File: src/rtl/pipeline_ctrl_pkg.sv
// Shared types for the pipeline control unit: sequencer states and defaults.
package pipeline_ctrl_pkg;

    localparam int REG_ADDR_W_DEFAULT = 5;
    localparam int PERF_W_DEFAULT     = 32;

    typedef enum logic [1:0] {
        RUN      = 2'd0,
        MEM_WAIT = 2'd1,
        EX_WAIT  = 2'd2
    } ctrl_state_t;

endpackage

File: src/rtl/pipeline_control_unit_load_use.sv
// Load-use hazard detector: EX holds a load whose destination is read by ID.
module load_use_detector
    import pipeline_ctrl_pkg::*;
#(
    parameter int REG_ADDR_W = REG_ADDR_W_DEFAULT
) (
    input  logic [REG_ADDR_W-1:0] id_rs1,
    input  logic [REG_ADDR_W-1:0] id_rs2,
    input  logic                  id_uses_rs1,
    input  logic                  id_uses_rs2,
    input  logic [REG_ADDR_W-1:0] ex_rd,
    input  logic                  ex_is_load,
    input  logic                  ex_reg_wren,
    output logic                  hazard
);

    // x0 is hardwired zero, so a load targeting it never creates a dependency
    always_comb begin
        hazard = ex_is_load && ex_reg_wren && (ex_rd != '0) &&
                 ((id_uses_rs1 && (id_rs1 == ex_rd)) ||
                  (id_uses_rs2 && (id_rs2 == ex_rd)));
    end

endmodule

File: src/rtl/pipeline_control_unit.sv
// Stall/flush sequencer for the 5-stage pipeline: owns every pipeline-register
// write enable, sequences multi-cycle MEM and EX operations, counts stalls.
module pipeline_control_unit
    import pipeline_ctrl_pkg::*;
#(
    parameter int REG_ADDR_W = REG_ADDR_W_DEFAULT,
    parameter int PERF_W     = PERF_W_DEFAULT
) (
    input  logic                  clk,
    input  logic                  reset_n,
    input  logic [REG_ADDR_W-1:0] id_rs1,
    input  logic [REG_ADDR_W-1:0] id_rs2,
    input  logic                  id_uses_rs1,
    input  logic                  id_uses_rs2,
    input  logic [REG_ADDR_W-1:0] ex_rd,
    input  logic                  ex_is_load,
    input  logic                  ex_reg_wren,
    input  logic                  ex_branch_taken,
    input  logic                  ex_mc_req,
    input  logic                  mc_done,
    input  logic                  mem_req,
    input  logic                  mem_ready,
    output logic                  mem_start,
    output logic                  mc_start,
    output logic                  pc_wren,
    output logic                  if_id_wren,
    output logic                  id_ex_wren,
    output logic                  ex_mem_wren,
    output logic                  mem_wb_wren,
    output logic                  if_id_bubble,
    output logic                  id_ex_bubble,
    output logic                  ex_mem_bubble,
    output logic                  mem_wb_bubble,
    output logic [PERF_W-1:0]     stall_cycles
);

    ctrl_state_t state, next_state;
    logic        load_use;

    load_use_detector #(.REG_ADDR_W(REG_ADDR_W)) u_load_use (
        .id_rs1      (id_rs1),
        .id_rs2      (id_rs2),
        .id_uses_rs1 (id_uses_rs1),
        .id_uses_rs2 (id_uses_rs2),
        .ex_rd       (ex_rd),
        .ex_is_load  (ex_is_load),
        .ex_reg_wren (ex_reg_wren),
        .hazard      (load_use)
    );

    // Output decode and next-state selection; everything idles low in reset
    always_comb begin
        next_state    = state;
        mem_start     = 1'b0;
        mc_start      = 1'b0;
        pc_wren       = 1'b0;
        if_id_wren    = 1'b0;
        id_ex_wren    = 1'b0;
        ex_mem_wren   = 1'b0;
        mem_wb_wren   = 1'b0;
        if_id_bubble  = 1'b0;
        id_ex_bubble  = 1'b0;
        ex_mem_bubble = 1'b0;
        mem_wb_bubble = 1'b0;
        if (reset_n) begin
            // An advance is needed in RUN (no request), on mem_ready without
            // a pending EX op, and on mc_done.
            logic advance;
            advance = 1'b0;
            case (state)
                RUN: begin
                    if (mem_req) begin
                        // MEM has priority; a concurrent EX request waits its turn
                        mem_start     = 1'b1;
                        mem_wb_wren   = 1'b1;
                        mem_wb_bubble = 1'b1;
                        next_state    = MEM_WAIT;
                    end else if (ex_mc_req) begin
                        mc_start      = 1'b1;
                        ex_mem_wren   = 1'b1;
                        ex_mem_bubble = 1'b1;
                        mem_wb_wren   = 1'b1;
                        next_state    = EX_WAIT;
                    end else begin
                        advance = 1'b1;
                    end
                end
                MEM_WAIT: begin
                    if (!mem_ready) begin
                        mem_wb_wren   = 1'b1;
                        mem_wb_bubble = 1'b1;
                    end else if (ex_mc_req) begin
                        // MEM retires into WB while EX launches its unit
                        mc_start      = 1'b1;
                        ex_mem_wren   = 1'b1;
                        ex_mem_bubble = 1'b1;
                        mem_wb_wren   = 1'b1;
                        next_state    = EX_WAIT;
                    end else begin
                        advance    = 1'b1;
                        next_state = RUN;
                    end
                end
                EX_WAIT: begin
                    // MEM holds a bubble here, so mem_req is not looked at
                    if (!mc_done) begin
                        ex_mem_wren   = 1'b1;
                        ex_mem_bubble = 1'b1;
                        mem_wb_wren   = 1'b1;
                    end else begin
                        advance    = 1'b1;
                        next_state = RUN;
                    end
                end
                default: next_state = RUN;
            endcase
            if (advance) begin
                pc_wren     = 1'b1;
                if_id_wren  = 1'b1;
                id_ex_wren  = 1'b1;
                ex_mem_wren = 1'b1;
                mem_wb_wren = 1'b1;
                // A taken branch squashes the wrong-path instructions, which
                // also makes any load-use match against them irrelevant.
                if (ex_branch_taken) begin
                    if_id_bubble = 1'b1;
                    id_ex_bubble = 1'b1;
                end else if (load_use) begin
                    pc_wren      = 1'b0;
                    if_id_wren   = 1'b0;
                    id_ex_bubble = 1'b1;
                end
            end
        end
    end

    // State register and saturating stall counter, synchronous reset
    always_ff @(posedge clk) begin
        if (!reset_n) begin
            state        <= RUN;
            stall_cycles <= '0;
        end else begin
            state <= next_state;
            if (!pc_wren && (stall_cycles != '1))
                stall_cycles <= stall_cycles + 1'b1;
        end
    end

endmodule

File: config.mk
export PLATFORM = sky130hd
export DESIGN_NAME = pipeline_control_unit
export DESIGN_NICKNAME = d
export VERILOG_FILES = /design/src/rtl/pipeline_ctrl_pkg.sv /design/src/rtl/pipeline_control_unit_load_use.sv /design/src/rtl/pipeline_control_unit.sv
export SDC_FILE = /design/constraint.sdc
export NUM_CORES = 1
export LEC_CHECK = 0
export ABC_CLOCK_PERIOD_IN_PS = 2600
export BUFFER_PORTS_ARGS = -buffer_cell sky130_fd_sc_hd__buf_2
export CORE_MARGIN = 2
export CORE_UTILIZATION = 51
export DETAILED_ROUTE_END_ITERATION = 8
export GPL_TIMING_DRIVEN = 0
export PLACE_DENSITY_LB_ADDON = 0.08
export SLEW_MARGIN = 20
export SYNTH_ARGS = -nofsm -noshare
export SYNTH_HDL_FRONTEND = slang
export SYNTH_SLANG_ARGS = --single-unit
File: constraint.sdc
create_clock -name clk -period 2.6 [get_ports clk]
set_input_delay 0 -clock clk [delete_from_list [all_inputs] [get_ports clk]]
set_output_delay 0 -clock clk [all_outputs]
set_load 0.005 [all_outputs]
* Word level (Yosys, flattened, before mapping)
Index checks and enable logic that the tools add are counted.
Operators by class: add/sub/neg operators 1, equal/unequal tests 8, multiplexer cells 46, reduce and logical (&&, ||, !) cells 11
Operators by type and width (count):
- $mux 1 | 35
- $add 32x1->32 const B | 1
- $ne 32x32->1 const B | 1
- $eq 5x5->1 | 2
- $mux 2 | 5
- $pmux 1 s3 | 3
- $logic_and 1x1->1 | 6
- $pmux 2 s3 | 1
- $reduce_bool 5->1 | 1
- $ne 2x2->1 const B | 2
- $pmux 1 s2 | 2
- $ne 3x3->1 const B | 1
- $reduce_and 3->1 | 1
- $eq 2x1->1 const B | 1
- $eq 2x2->1 const B | 1
- $logic_not 2->1 | 1
- $logic_not 1->1 | 1
- $logic_or 1x1->1 | 1
Word-level totals: flip-flop bits (word level) 34, input bits 26, output and inout bits 43, word-level logic and storage cells 68

* Longest topological paths before layout
depth in word-level cells 10, gate-level depth with buffers 9, depth with buffers taken out 6

* Modules after synthesis
Synthesis repeated with hierarchy kept, for this count alone.
Second synthesis, totals: cell total of the unflattened synthesis 247, area, all modules 2028.2 um^2
By module, submodules not included:
- pipeline_control_unit | times used 1, cells each 230, area an instance 1893.1 um^2
- load_use_detector | times used 1, cells each 17, area an instance 135.1 um^2

* Worst setup path after synthesis
OpenSTA, ideal clock, no wires.
kind reg2reg, start point register stall_cycles[6], end point register stall_cycles[26], library setup time 129 ps, data arrival time 1840 ps, path slack 631 ps, stages on the path, launching flop included 8, period minus slack after synthesis 1969 ps, cells stage by stage dfxtp_1 -> nand4_4 -> nor4_4 -> nor4b_4 -> buf_6 -> buf_8 -> nor4_1 -> mux2i_1
Between the ends: cells in the longest elaborated chain, start to end 2
Ends and longest elaborated chain:
- from (decl) | line pipeline_control_unit.sv:34 | output logic [PERF_W-1:0] stall_cycles
- from (signal assigned) | line pipeline_control_unit.sv:145 | stall_cycles <= stall_cycles + 1'b1;
- branches (longest 2 deep; another with $add 32x1->32)
Parallel ways; which one is timed is not known. A chain may end at the register's enable or synchronous reset.

* Worst setup path in the final report
start point register state[1], end point output pc_wren
Between the ends: cells in the longest elaborated chain, start to end 5
Ends and longest elaborated chain:
- from (decl) | line pipeline_control_unit.sv:37 | ctrl_state_t state, next_state;
- from (signal assigned) | line pipeline_control_unit.sv:143 | state <= next_state;
- $eq 2x2->1, or another cell as far along | line pipeline_control_unit.sv:70 | case (state)
- $pmux 1 s3 (*) | line pipeline_control_unit.sv:70
- $mux 1 (*) | line pipeline_control_unit.sv:65 | if (reset_n) begin
- $mux 1 (*) | line pipeline_control_unit.sv:117 | if (advance) begin
- $mux 1 (*) | line pipeline_control_unit.sv:65
- to (decl) | line pipeline_control_unit.sv:25 | output logic pc_wren,
Every way passes the cells marked *; elsewhere a longest branch is shown, timed or not. The select of a mux whose other input is x is not followed.

==> impl_results.md <==
* Outcome: finished, final reports clean
* Required arrival time at the worst endpoint at roughly 2600 ps
* Fin cells at slightly below 400
* Hold slack final at ~14 ps
* Via count at 2,331
* Proportion of synthesized chip area in sequential cells at 32.09%
* CTS Buf Count at 5
* Number of rows in the core area at 23
* Effective utilization at floorplan at a little over half
* Diodes inserted at 0
* Overflow after GRT at 0
* Post-CTS resize count at 0
* Worst-case clock buffer depth at 2
* Xor/xnor share of the synthesized area at under 10%
* HPWL Detailed at slightly above 4000 um
* Area growth syn-to-layout at 23.78%
* Number of input and output port buffers inserted at 68
* FMAX at between 0.4 and 0.5 GHz
* Synthesis Warnings at 0
* CTS clk-pin slew, worst paths at approximately 70 ps
* Total Routed Length at ~5600 um
* Post-layout net count at ~360
* Transition time of the tightest slew-check pin at between 500 and 600 ps
* Clock sink count at 34
* Setup repair after global routing missed its margin: no
* Cell types occupying the most area after synthesis: dfxtp_1 (32%), or4_1 (7.8%), o31ai_1 (7.4%)
* Proportion of layout cells with a drive suffix above 1 at between 20% and 30%
* Mean cell area of the mapped netlist at 8.220 um2
* Count of final setup violators at 0
* Initial DRC Count at 95
* Vias per Instance at between 6 and 7
* Worst endpoint data arrival time at between 2000 and 2500 ps
* Final instance area at roughly 2600 um2
* Final cycle utilization of the critical path at 91.21%
* Post-detailed-route DRC marker count at 0
* Post-route antenna net violation count at 0
* Fraction of synthesized area in multiplexers at roughly 1.9%
* Vias in the first global route at roughly 2,000
* Worst hold path type: in2reg
* Clock tree root buffer cell: clkbuf_8
* Wire length of the first global-routing pass at just over 9000 um
* Most common cell after layout, fill and taps aside: buf_2
* Top library cells by usage in the layout, fill and taps aside: buf_2 (73), dfxtp_1 (34), a21oi_1 (30)
* Synthesized instance count at approximately 260
* Adder and majority cell fraction of the synthesized area at less than 1%
* Summed instance area of the synthesized netlist at roughly 2100 um2
* Syn nets at 285
* Routed wirelength normalized by instance count at 14.63 um
* Placed Instances at around 380
* Startpoint kind of the worst setup timing path: register
* Setup total negative slack at 0 ps
* Top-level I/O count at between 60 and 70
* Max-slew violation count at 0
* Core box area at 4000 um2
* Overall Global Routing Usage at 25.39%
* Fraction of synthesized cell area taken by the top area cell type at around a third
* H-tree lvl count at 2
* Capturing element type of the critical path: output port
* DIE HEIGHT at 68.49 um
* Die Footprint at 4690 um2
* Synthesis-stage register bit count at 34
* Clock period minus final worst setup slack at around 2400 ps
* Count of buffers added by post-CTS timing repair for setup at 0
* Top fanout value on the critical path at 11
* Fraction of the mapped netlist area in compound gates at roughly a fifth
* Setup Skew at roughly 7.3 ps
* TritonCTS clock tree: built
* Leakage power total at about 1.1 nW
* Distinct cell type count of the synthesized netlist at 42
* Die span in x at a little under 70 um
* Hold-fix buffers at CTS at 0
* Insertion delay of the later-clocked pin in the worst-skew pair at roughly 290 ps
* Power per unit of standard cell area at 401.6 nW/um2
* Library cell occupying the most area in the post-synthesis netlist: dfxtp_1
* Type of the worst setup path: reg2out
* Max Cap Viol at 0
* Dominant combinational cell family by area after synthesis: simple AND/OR/NAND/NOR gates
* Maximum vdd ir drop at roughly 0.24 mV
* Antenna violations before repair at 0
* Final Wtd Congestion at ~0.87
* Pin count of the biggest net entering global routing at 12
* Placement Cell Area at 2524 um2
* Hold Vio Cnt, Final at 0
* Router iterations before antenna repair at 5
* Relative slew margins at 65.58%
* Simple-gate area share of the yosys netlist at between 30% and 40%
cells in the mapped netlist (all sizes together):
library cell	count
a21oi	31
and2	2
and2b	1
and3	6
and4	2
and4b	1
buf	10
clkbuf	9
dfxtp	34
ha	1
inv	4
mux2i	4
nand2	20
nand2b	6
nand3	17
nand4	11
nor2	10
nor2b	1
nor3	5
nor4	5
nor4b	3
o211ai	1
o21ai	6
o22ai	1
o311ai	2
o31ai	21
o41ai	4
or2	1
or3	5
or3b	1
or4	22
or4b	1
xnor2	10
final timing paths:
| kind | startpoint | end | slack [ps] | cells past startpoint |
|---|---|---|---|---|
| worst min-delay path | ex_mc_req | state[1] | 10 | 3 |
| worst max-delay path | state[1] | pc_wren | 230 | 9 |
| worst min register to register | stall_cycles[22] | stall_cycles[22] | 490 | 2 |
| worst max register to register | stall_cycles[6] | stall_cycles[26] | 330 | 8 |
critical path, cell delays in order, from the launching register on:
cell      delay [ps]
dfxtp_1          330
clkbuf_1         290
nand2_1           90
a21oi_1          140
o21ai_1          150
a21oi_2          310
buf_2            270
buf_2            270
buf_4            140
buf_2            100
per-stage QoR:
stage	util, %	total power (W)	worst slack (ps)
2_1_floorplan	-	0.0006273	631.2
3_3_place_gp	63.09	0.0006898	191.2
3_5_place_dp	63.09	0.0006896	146.6
4_1_cts	65.06	0.001057	159.6
5_1_grt	65.62	0.001088	3.698
6_report	65.62	0.001054	228.6
state kept, by name, indices dropped and copies added (netlist names):
signal	flops
stall_cycles	32
state	2
power breakdown:
| part | total [W] | switching [W] | internal [W] |
|---|---|---|---|
| Clock | 0.000376 | 0.000196 | 0.000180 |
| Combinational | 0.000139 | 0.0000784 | 0.0000602 |
| Sequential | 0.000540 | 0.0000112 | 0.000529 |
| Total | 0.00105 | 0.000286 | 0.000769 |
area by class of cell:
cell class | count | area, um2
fill | 368 | 1375
multi-input combinational | 201 | 1310
sequential | 34 | 680.7
timing repair buffer | 71 | 362.8
buffer | 19 | 115.1
clock buffer | 5 | 68.82
tap | 50 | 62.56
inverter | 4 | 15.01
clock inverter | 2 | 10.01
routing by layer:
layer  wire length [um]  share of wire, %  vias up  global-route usage (%)
met2               2663                47       88                   42.91
li1                   -                 -     1151                       -
met5                  0                 0        -                       0
met3                425               7.5        8                   4.934
met1               2516                45     1084                   33.67
met4                 43              0.76        0                   4.500
logic make-up (layout without fill, tap and decap cells):
| group | after synthesis | count (layout) |
|---|---|---|
| multiplexers | 4 | 4 |
| flip-flops | 34 | 34 |
| buffers and inverters | 23 | 101 |
| AO/OA/AOI/OAI | 66 | 66 |
| adder cells (fa/ha/maj) | 1 | 1 |
| XOR/XNOR | 10 | 10 |
| AND/OR/NAND/NOR | 120 | 120 |
(Power assumes the default switching activity.)
